## config.mk

```make
export PLATFORM = sky130hd
export DESIGN_NAME = fetch_unit
export DESIGN_NICKNAME = d
export VERILOG_FILES = /design/src/rtl/fetch_unit.sv
export SDC_FILE = /design/constraint.sdc
export NUM_CORES = 1
export LEC_CHECK = 0
export ABC_CLOCK_PERIOD_IN_PS = 4600
export CORE_ASPECT_RATIO = 0.75
export CORE_UTILIZATION = 64
export DETAILED_ROUTE_END_ITERATION = 8
export DONT_BUFFER_PORTS = 1
export HOLD_SLACK_MARGIN = 0.15
export PLACE_DENSITY = 0.8
export SYNTH_ARGS = -nofsm -noshare
export SYNTH_HDL_FRONTEND = slang
export SYNTH_SLANG_ARGS = --single-unit
export TNS_END_PERCENT = 20
```

## constraint.sdc

```tcl
create_clock -name clk -period 4.6 [get_ports clk]
set_input_delay 0.92 -clock clk [delete_from_list [all_inputs] [get_ports clk]]
set_output_delay 0.92 -clock clk [all_outputs]
set_load 0.02 [all_outputs]
```

## src/rtl/fetch_unit.sv

```systemverilog
// Instruction fetch stage: owns the PC, issues word-aligned fetches over a
// valid/ready request channel, collects in-order responses into a small
// {pc, instr} FIFO and hands them to decode. Redirects from execute flush
// the FIFO and discard any responses still in flight.
module fetch_unit #(
    parameter logic [31:0] RESET_PC = 32'h0000_0000,
    parameter int unsigned DEPTH    = 2
) (
    input  logic        clk,
    input  logic        rst,
    output logic        imem_req_valid,
    output logic [31:0] imem_req_addr,
    input  logic        imem_req_ready,
    input  logic        imem_resp_valid,
    input  logic [31:0] imem_resp_data,
    input  logic        redirect_valid,
    input  logic [31:0] redirect_pc,
    output logic        out_valid,
    output logic [31:0] out_instr,
    output logic [31:0] out_pc,
    input  logic        out_ready
);

    localparam int unsigned PtrW = (DEPTH > 1) ? $clog2(DEPTH) : 1;
    localparam int unsigned CntW = $clog2(DEPTH + 1);

    localparam logic [31:0]   Nop      = 32'h0000_0013;
    localparam logic [31:0]   ResetPc  = {RESET_PC[31:2], 2'b00};
    localparam logic [CntW-1:0] DepthCnt = CntW'(DEPTH);
    localparam logic [CntW:0]   DepthCrd = (CntW + 1)'(DEPTH);

    // Architectural state
    logic [31:0]     fetch_pc_q, fetch_pc_d;
    logic [31:0]     resp_pc_q, resp_pc_d;
    logic [PtrW-1:0] rd_ptr_q, rd_ptr_d;
    logic [PtrW-1:0] wr_ptr_q, wr_ptr_d;
    logic [CntW-1:0] count_q, count_d;
    logic [CntW-1:0] outst_q, outst_d;
    logic [CntW-1:0] drop_q, drop_d;

    // FIFO storage, no reset needed: count_q gates every read
    logic [31:0] fifo_pc_q    [DEPTH];
    logic [31:0] fifo_instr_q [DEPTH];

    logic [CntW:0] credit_used;
    logic          req_fire;
    logic          resp_fire;
    logic          push;
    logic          pop;
    logic          fifo_nonempty;
    logic [31:0]   redirect_target;
    logic          unused_redirect_lsbs;

    assign unused_redirect_lsbs = ^redirect_pc[1:0];
    assign redirect_target      = {redirect_pc[31:2], 2'b00};

    // Credit: in-flight requests plus buffered entries never exceed DEPTH,
    // which is what guarantees a response always finds a free FIFO slot.
    assign credit_used   = {1'b0, outst_q} + {1'b0, count_q};
    assign fifo_nonempty = (count_q != '0);

    // Request channel and handshake qualifiers
    always_comb begin
        imem_req_valid = !rst && !redirect_valid && (credit_used < DepthCrd);
        imem_req_addr  = fetch_pc_q;
        req_fire       = imem_req_valid && imem_req_ready;
        // A response with nothing outstanding is a protocol error; ignore it.
        resp_fire      = imem_resp_valid && (outst_q != '0);
        push           = resp_fire && !redirect_valid && (drop_q == '0);
        pop            = fifo_nonempty && out_ready && !redirect_valid;
    end

    // Decode-facing outputs: FIFO head, or NOP at resp_pc when empty
    always_comb begin
        out_valid = 1'b0;
        out_instr = Nop;
        out_pc    = 32'h0000_0000;
        if (!rst) begin
            out_valid = fifo_nonempty;
            if (fifo_nonempty) begin
                out_instr = fifo_instr_q[rd_ptr_q];
                out_pc    = fifo_pc_q[rd_ptr_q];
            end else begin
                out_pc = resp_pc_q;
            end
        end
    end

    // Next-state logic; redirect overrides every other update
    always_comb begin
        fetch_pc_d = fetch_pc_q;
        resp_pc_d  = resp_pc_q;
        rd_ptr_d   = rd_ptr_q;
        wr_ptr_d   = wr_ptr_q;
        count_d    = count_q;
        drop_d     = drop_q;
        outst_d    = outst_q + CntW'(req_fire) - CntW'(resp_fire);

        if (redirect_valid) begin
            fetch_pc_d = redirect_target;
            resp_pc_d  = redirect_target;
            rd_ptr_d   = '0;
            wr_ptr_d   = '0;
            count_d    = '0;
            // Everything still in flight is stale; a response arriving now
            // is already discarded, so it does not need a drop slot.
            drop_d     = outst_q - CntW'(resp_fire);
        end else begin
            if (req_fire) begin
                fetch_pc_d = fetch_pc_q + 32'd4;
            end
            if (resp_fire && (drop_q != '0)) begin
                drop_d = drop_q - 1'b1;
            end
            if (push) begin
                resp_pc_d = resp_pc_q + 32'd4;
                wr_ptr_d  = wr_ptr_q + 1'b1;
            end
            if (pop) begin
                rd_ptr_d = rd_ptr_q + 1'b1;
            end
            count_d = count_q + CntW'(push) - CntW'(pop);
        end
    end

    // Control state registers with asynchronous reset
    always_ff @(posedge clk or posedge rst) begin
        if (rst) begin
            fetch_pc_q <= ResetPc;
            resp_pc_q  <= ResetPc;
            rd_ptr_q   <= '0;
            wr_ptr_q   <= '0;
            count_q    <= '0;
            outst_q    <= '0;
            drop_q     <= '0;
        end else begin
            fetch_pc_q <= fetch_pc_d;
            resp_pc_q  <= resp_pc_d;
            rd_ptr_q   <= rd_ptr_d;
            wr_ptr_q   <= wr_ptr_d;
            count_q    <= count_d;
            outst_q    <= outst_d;
            drop_q     <= drop_d;
        end
    end

    // FIFO write port
    always_ff @(posedge clk) begin
        if (push) begin
            fifo_pc_q[wr_ptr_q]    <= resp_pc_q;
            fifo_instr_q[wr_ptr_q] <= imem_resp_data;
        end
    end

`ifndef SYNTHESIS
    // Overflow here would mean the credit check let too many requests out.
    assert property (@(posedge clk) disable iff (rst) push |-> (count_q != DepthCnt));
    assert property (@(posedge clk) disable iff (rst) imem_req_valid |-> (imem_req_addr[1:0] == 2'b00));
`endif

endmodule

```

Word-level counts from Yosys, hierarchy flattened
Memories as Yosys holds them, arrays and structs flattened.
Cells that the tools add are included.
Word-level totals
  flip-flop bits (word level): 72
  RAM bits: 128
  output and inout bits: 98
  memories kept: 2
Memory list
  fifo_instr_q: depth 2, width 32, read ports 1, clocked after Yosys merged registers in 0, wr ports 1, RTL line 43  | logic [31:0] fifo_instr_q [DEPTH];
  fifo_pc_q: depth 2, width 32, read ports 1, clocked after Yosys merged registers in 0, wr ports 1, RTL line 42  | logic [31:0] fifo_pc_q [DEPTH];
Operators by class
  $add $sub $neg: 11
  order comparisons: 1
  multiplexer cells: 18
  reductions and logical operators: 19
Operators with widths (count)
  32-bit 2-to-1 mux: 8
  32-bit by 3-bit adder with 32-bit output, second input constant: 2
  2-bit nonzero test: 7
  1-bit logical AND: 9
  1-bit 2-to-1 mux: 7
  2-bit 2-to-1 mux: 3
  2-bit by 1-bit subtractor with 2-bit output: 3
  2-bit by 1-bit adder with 2-bit output: 2
  2-bit by 2-bit adder with 3-bit output: 1
  3-bit by 2-bit < comparator with 1-bit output, second input constant: 1
  1-bit adder, second input constant: 2
  1-bit zero test: 2
  2-bit zero test: 1
  2-bit by 1-bit subtractor with 2-bit output, second input constant: 1

Logic depth before layout (Yosys ltp)
Gate-level depths: netlist of the first run.
  depth in word-level cells: 7
  depth in mapped cells: 11

Worst setup path after synthesis of the first run
No wires, ideal clock.
  path type: input to register
  start point: input redirect_valid
  end point: memory fifo_instr_q[0][0] (enable)
  arrival time: 4.252 ns
  required time: 4.118 ns
  slack: -0.134 ns
  cell stages on the path: 5
  path buffers: 2
  cells stage by stage: inv_2 clkbuf_1 clkbuf_1 nand2_1 nor2_1
Between the ends
  word-level cells in the longest chain between the ends: 5
Ends and longest elaborated chain
  start: declaration: RTL line 16  | input logic redirect_valid,
  1-bit zero test: RTL line 69  | push = resp_fire && !redirect_valid && (drop_q == '0);
  1-bit logical AND (2 in a row): RTL line 69
  1-bit 2-to-1 mux: RTL line 149  | if (push) begin
  1-bit 2-to-1 mux (not written as such): RTL line 151  | fifo_instr_q[wr_ptr_q] <= imem_resp_data;
  end: declaration: RTL line 43
No other way between the ends.

Worst setup path in the final report of the first run
  start point: register rd_ptr_q
  end point: output out_pc[31]
Between the ends
  word-level cells in the longest chain between the ends: 3
Ends and longest elaborated chain
  start: declaration: RTL line 35  | logic [PtrW-1:0] rd_ptr_q, rd_ptr_d;
  start signal: assignment: RTL line 139  | rd_ptr_q <= rd_ptr_d;
  memory 2 x 32 bit
  32-bit 2-to-1 mux: RTL line 80  | if (fifo_nonempty) begin
  32-bit 2-to-1 mux: RTL line 78  | if (!rst) begin
  end: declaration: RTL line 20  | output logic [31:0] out_pc,
No other way between the ends.

==> flow_summary_export.csv, run 1 <==
group,metric,value,unit
status,status,"finished, violations left",
status,violations,"design-rule violations",
critical_path,crit_arrival,2.45,ns
power_and_ir_drop,switchingPower,1.39,mW
power_and_ir_drop,p_int,3.16,mW
synthesis,avgSynthCellArea,12.0,sq um
power_and_ir_drop,vdd_drop_max,0.305,mV
run,drv_cap,0,
drt,drt_first_pass_iters,7,
drt,drt-wirelength-per-cell,20.6,um
critical_path,endpoint_kind,"primary output",
critical_path,worstPathMaxFanout,63,
global_route,grt_pass1_wl,31300,um
floorplanning,initial_core_util,65.6,%
synthesis,ys_top_cells_by_area,"edfxtp_1 41%, dfrtp_1 19%, mux2i_1 7.2%",
critical_path,worst_ep_required_time,3.68,ns
floorplanning,die_y,105,um
drt,drcViolationCount,15,
timing,whs,0.562,ns
clocking,postCtsSetupBuffers,0,
power_and_ir_drop,seqPwrFrac,49.8,%
clocking,htreeDepth,4,
synthesis,yosys.area.top_type_share,41.3,%
power_and_ir_drop,combPwrFrac,18.0,%
synthesis,yosys_warnings,0,
timing,finalSetupViolations,0,
finish,num_antenna_cells,0,
clocking,clk_pin_slew,0.07,ns
timing,relSlewSlack,24.1,%
floorplanning,die_x,139,um
floorplanning,ioPinCount,168,
critical_path,timing_worst_setup_path_type,"flop to primary output",
floorplanning,coreArea,13700,sq um
synthesis,synth_area,9020,sq um
synthesis,yosysMostFrequentCell,"edfxtp_1",
clocking,hold_buffers,0,
finish,fin_nets,828,
global_route,grt-ovfl-total,0,
placement,gp_routability_congestion,0.857,
clocking,cts_buffers,17,
drt,detail-route-antenna-nets,0,
timing,worstMarginPinSlew,1.13,ns
synthesis,synth-seq-cells,192,
timing,min_period_over_period,73.2,%
timing,fmax,297,MHz
clocking,cts_tree,"done",
clocking,worstSkewPairLatency,0.42,ns
power_and_ir_drop,p_sw_share,30.6,%
global_route,grt_antenna_before_repair,0,
timing,fin_crit,3.37,ns
synthesis,synth_cell_types,50,
finish,area_delta_synth_final,8.93,%
timing,tns,0,ns
drt,first_iter_violations,796,
floorplanning,rows,37,
synthesis,synth-seq-area-share,60.1,%
timing,drv_slew,0,
critical_path,worstSetupStartpointType,"flop",
clocking,cts_buffer_depth,2,
finish,drive_gt1_share,10.5,%
drt,vias,6160,
drt,wl,19300,um
placement,dp_hpwl,13000,um
critical_path,crit_chain,"mux2i_1 -> o21ai_0",
floorplanning,die-area,14600,sq um
clocking,cts_resized,0,
power_and_ir_drop,power.share.clock,32.2,%
synthesis,synthFlopType,"edfxtp_1",
global_route,first_global_vias,5932,
critical_path,slowest_delay,1.12,ns
timing,fin_worst_skew,0.00823,ns
synthesis,synth_common_cells,"124 x edfxtp_1, 68 x dfrtp_1, 68 x nor2_1, 65 x mux2i_1, 58 x nand2_1",
global_route,grt_util_all_layers,27.8,%
timing,rsz0062_at_grt,"false",
global_route,grt_max_degree,69,
min_path,hold_class,"primary input to flop",
clocking,cts.sinks,192,
synthesis,async_reset_ff_share,35.4,%
drt,vias_per_cell,6.57,
synthesis,synth_edf_count,124,
placement,io_buffers,0,
critical_path,cp_slowest_cell,"dfrtp_4",
synthesis,synth_area_leader_cell,"edfxtp_1",
clocking,root_buffer,"clkbuf_16",
power_and_ir_drop,power_density,463,nW/um^2
synthesis,synth_cells,752,
power_and_ir_drop,power,4.55,mW
timing,hold_viol_final,0,
power_and_ir_drop,p_leak,3.36,nW
==> per-layer routing <==
metal / vias up / track usage, % / share of wire [%]
li1: 2836 / - / -
met4: 0 / 6.59 / 1.2
met1: 2983 / 38.9 / 43
met2: 320 / 41.6 / 45
met5: - / 0 / 0
met3: 21 / 10.1 / 11
==> worst paths after layout <==
kind | start | to | slack [ns] | depth (start not counted)
worst max-delay path | rd_ptr_q$_DFFE_PP0P_ | out_pc[31] | 1.23 | 2
max in group asynchronous | rst | rd_ptr_q$_DFFE_PP0P_ | 3.26 | 2
min in group asynchronous | rst | count_q[1]$_DFF_PP0_ | 0.70 | 2
worst min-delay path | redirect_valid | rd_ptr_q$_DFFE_PP0P_ | 0.56 | 1
worst max register to register | count_q[0]$_DFF_PP0_ | imem_req_addr[27]$_DFFE_PP0P_ | 1.60 | 6
worst min register to register | resp_pc_q[24]$_DFFE_PP0P_ | fifo_pc_q[0][24]$_DFFE_PP_ | 0.58 | 0
==> area by class of cell <==
cell class	count	area (sq um)
Clock buffer	22	464
Clock inverter	10	128
Fill cell	911	3920
Inverter	16	60.1
Multi-Input combinational cell	502	3380
Sequential cell	192	5430
Tap cell	175	219
Timing Repair Buffer	20	150
==> state kept, by name (all words and copies together) (netlist names) <==
register,flops
fifo_instr_q,64
wr_ptr_q,1
fifo_pc_q,60
imem_req_addr,30
drop_q,2
count_q,2
outst_q,2
resp_pc_q,30
rd_ptr_q,1
==> layout by cell type (no fill, tap or decap), types with 17 or more instances in the layout <==
| cell | n |
|---|---|
| edfxtp_1 | 124 |
| nor2_1 | 67 |
| dfrtp_1 | 67 |
| mux2i_1 | 65 |
| nand2_1 | 58 |
| o21ai_0 | 40 |
| nand4_1 | 24 |
| and4_1 | 21 |
| nor3_1 | 20 |
| buf_4 | 20 |
| xnor2_1 | 19 |
| nand3_1 | 18 |
| a31oi_1 | 17 |
| clkbuf_16 | 17 |
==> critical path: cells and delay by family (launching register included) <==
kind | cells | cell delay, ns
flip-flops | 1 | 1.12
AO/OA/AOI/OAI | 1 | 0.67
multiplexers | 1 | 0.18
==> kinds of logic (layout without fill, tap and decap cells) <==
logic type      Yosys count  after routing  synth area share [%]
compound gates          113            113                  8.08
xor+xnor                 28             28                  2.72
fa+ha+maj                 9              9                  1.33
buf+inv                  61             68                  2.83
flops                   192            192                  60.1
mux                      78             78                  8.83
other cells               1              4                0.0416
simple gates            270            270                  16.0
==> per-stage QoR <==
| step | worst slack, ns | instance area [sq um] | cells | utilization (%) |
|---|---|---|---|---|
| final | 1.23 | 9830 | 937 | 71.5 |
| after floorplan | 0.130 | 9040 | 755 | - |
| after CTS | 1.19 | 9830 | 937 | 71.5 |
| after detailed placement | 1.53 | 9240 | 905 | 67.2 |
| after global placement | 1.56 | 9240 | 905 | 67.2 |
| after global routing | 1.10 | 9830 | 937 | 71.5 |
==> power groups by stage <==
stage	clock (mW)	combinational (mW)	sequential, mW
after floorplan	0	0.687	2.20
after detailed placement	0	0.818	2.30
after global routing	1.56	0.897	2.29
after CTS	1.49	0.825	2.27
final	1.47	0.818	2.27
after global placement	0	0.783	2.29
Power figures use the tool's default switching activity.
==> run 2, diff against run 1 <==
--- a/config.mk
+++ b/config.mk
@@ -5,13 +5,13 @@
 export SDC_FILE = /design/constraint.sdc
 export NUM_CORES = 1
 export LEC_CHECK = 0
-export ABC_CLOCK_PERIOD_IN_PS = 4600
+export ABC_CLOCK_PERIOD_IN_PS = 3000
 export CORE_ASPECT_RATIO = 0.75
-export CORE_UTILIZATION = 64
+export CORE_UTILIZATION = 57
 export DETAILED_ROUTE_END_ITERATION = 8
 export DONT_BUFFER_PORTS = 1
 export HOLD_SLACK_MARGIN = 0.15
-export PLACE_DENSITY = 0.8
+export PLACE_DENSITY = 0.75
 export SYNTH_ARGS = -nofsm -noshare
 export SYNTH_HDL_FRONTEND = slang
 export SYNTH_SLANG_ARGS = --single-unit
==> constraint.sdc (replaced) <==
create_clock -name clk -period 3 [get_ports clk]
set_input_delay 0.6 -clock clk [delete_from_list [all_inputs] [get_ports clk]]
set_output_delay 0.6 -clock clk [all_outputs]
set_load 0.02 [all_outputs]
==> flow_summary_export.csv, run 2 (synthesized netlist as in run 1, its figures left out) <==
group,metric,value,unit
status,status,"complete, no violations",
timing,fmax,353,MHz
floorplanning,ioPinCount,168,
power_and_ir_drop,power_density,704,nW/um^2
global_route,grt_busiest_layer,"met2",
floorplanning,initial_core_util,58.9,%
clocking,cts_buffer_depth,2,
drt,drt_first_pass_iters,7,
drt,vias,6334,
power_and_ir_drop,vdd_drop_max,0.417,mV
global_route,grt_util_all_layers,24.9,%
drt,drcViolationCount,0,
drt,first_iter_violations,647,
clocking,postCtsSetupBuffers,0,
finish,n_fill_cell,1118,
critical_path,crit_arrival,3.19,ns
finish,design_area,10100,sq um
global_route,grt-ovfl-total,0,
critical_path,worstPathMaxFanout,13,
critical_path,cp_top_family,"simple AND/OR/NAND/NOR gates",
finish,largest_registers,"fifo_instr_q x64, fifo_pc_q x60",
timing,fin_worst_skew,0.00849,ns
global_route,grt_use_met2,37.4,%
timing,worstMarginPinSlew,0.864,ns
finish,num_antenna_cells,0,
placement,place_ws,0.257,ns
drt,drt-wirelength-per-cell,20.4,um
finish,multi_input_area,3390,sq um
clocking,htreeDepth,4,
critical_path,slowest_delay,0.52,ns
critical_path,timing_worst_setup_path_type,"flop to flop",
clocking,root_buffer,"clkbuf_16",
timing,finalSetupViolations,0,
placement,io_buffers,0,
global_route,grt_max_degree,69,
power_and_ir_drop,p_leak,3.51,nW
global_route,grt_antenna_before_repair,0,
placement,dp_hpwl,13400,um
clocking,cts.sinks,192,
finish,fin_nets,855,
placement,placed_area,9520,sq um
power_and_ir_drop,p_int,4.90,mW
power_and_ir_drop,switchingPower,2.23,mW
power_and_ir_drop,power.share.clock,31.9,%
timing,fin_crit,2.84,ns
timing,drv_slew,0,
finish,area_delta_synth_final,12.3,%
min_path,hold_class,"primary input to flop",
timing,setup_ws,0.164,ns
finish,final_common_cell,"edfxtp_1",
timing,rsz0062_at_grt,"false",
finish,largest_reg_flops,64,
critical_path,worstSetupStartpointType,"flop",
global_route,grt_pass1_wl,31400,um
timing,tns,0,ns
placement,gp_routability_congestion,0.841,
floorplanning,die_x,147,um
critical_path,path_buf_inv,1,
finish,final_cell_mix,"124 x edfxtp_1, 67 x nor2_1, 66 x dfrtp_1",
finish,final_util,66.1,%
clocking,worstSkewPairLatency,0.44,ns
finish,drive_gt1_share,13.9,%
clocking,cts_buffers,17,
floorplanning,coreArea,15300,sq um
global_route,first_global_vias,6044,
floorplanning,rows,39,
floorplanning,die_y,111,um
run,drv_cap,0,
drt,wl,20300,um
floorplanning,die-area,16300,sq um
power_and_ir_drop,p_sw_share,31.3,%
critical_path,endpoint_kind,"flop",
timing,hold_viol_final,0,
finish,seq_area,5430,sq um
drt,vias_per_cell,6.37,
clocking,clk_pin_slew,0.07,ns
timing,relSlewSlack,42.4,%
clocking,cts_tree,"done",
critical_path,worst_ep_required_time,3.36,ns
clocking,hold_buffers,0,
global_route,use_met3,9.30,%
global_route,grtUsageMet1,33.6,%
power_and_ir_drop,seqPwrFrac,48.2,%
timing,min_period_over_period,94.5,%
power_and_ir_drop,power,7.14,mW
critical_path,cp_slowest_cell,"or4_1",
power_and_ir_drop,combPwrFrac,19.9,%
critical_path,crit_chain,"and2_1 -> fa_1 -> nor4b_2 -> buf_12 -> nand4_1 -> or4_1 -> a31oi_1",
finish,top_register,"fifo_instr_q",
drt,detail-route-antenna-nets,0,
## run 2: cell types whose count changed in the layout (fill, tap and decap cells not counted), moves of 2 or more
cell | before | now
buf_12 | 0 | 4
clkinvlp_4 | 1 | 3
buf_4 | 20 | 42
clkbuf_1 | 3 | 0
inv_8 | 1 | 4
clkbuf_8 | 2 | 0
## run 2: power groups by stage
| stage | clock (mW) | combinational (mW) | sequential (mW) |
|---|---|---|---|
| floorplan | 0 | 1.06 | 3.37 |
| detailed placement | 0 | 1.42 | 3.48 |
| global route | 2.41 | 1.55 | 3.47 |
| global placement | 0 | 1.37 | 3.46 |
| CTS | 2.31 | 1.42 | 3.43 |
| finish | 2.27 | 1.42 | 3.44 |
## run 2: metrics by stage
| step | instances | hold WS (ns) |
|---|---|---|
| floorplan | 755 | 0.440 |
| global placement | 961 | 0.539 |
| detailed placement | 961 | 0.560 |
| CTS | 993 | 0.216 |
| global route | 994 | 0.216 |
| finish | 994 | 0.234 |
## run 2: metal layers
layer  vias to the layer above  share of wire [%]
met5                         -                  0
met4                         0                1.6
met3                        37                 12
met2                       343                 46
met1                      3057                 40
li1                       2897                  -
## run 2: final timing paths
| path | cells past startpoint | slack (ns) | from | end |
|---|---|---|---|---|
| max | 7 | 0.16 | count_q[0]$_DFF_PP0_ | imem_req_addr[16]$_DFFE_PP0P_ |
| min | 1 | 0.23 | redirect_valid | count_q[1]$_DFF_PP0_ |
| max reg2reg | 7 | 0.16 | count_q[0]$_DFF_PP0_ | imem_req_addr[16]$_DFFE_PP0P_ |
| min reg2reg | 0 | 0.59 | resp_pc_q[24]$_DFFE_PP0P_ | fifo_pc_q[1][24]$_DFFE_PP_ |
| max in group asynchronous | 2 | 1.93 | rst | rd_ptr_q$_DFFE_PP0P_ |
| min in group asynchronous | 2 | 0.45 | rst | count_q[1]$_DFF_PP0_ |
## run 2: cell type report
type / count / share of cell area (%)
Tap cell: 205 / 2.53
Clock buffer: 17 / 4.20
Clock inverter: 15 / 1.70
Timing Repair Buffer: 46 / 3.90
Inverter: 16 / 0.630
Multi-Input combinational cell: 503 / 33.4
Sequential cell: 192 / 53.6
## run 2: worst register-to-register path, stage by stage (launching register included)
cell and delay, ns:
dfrtp_2 0.49, and2_1 0.21, fa_1 0.49, nor4b_2 0.47
buf_12 0.20, nand4_1 0.20, or4_1 0.52, a31oi_1 0.18
## run 2: repair_timing
action                                  4_1_cts  5_1_grt
resized for setup                             0        1
endpoints found under the setup margin        0        4
hold endpoints to repair                      0        0
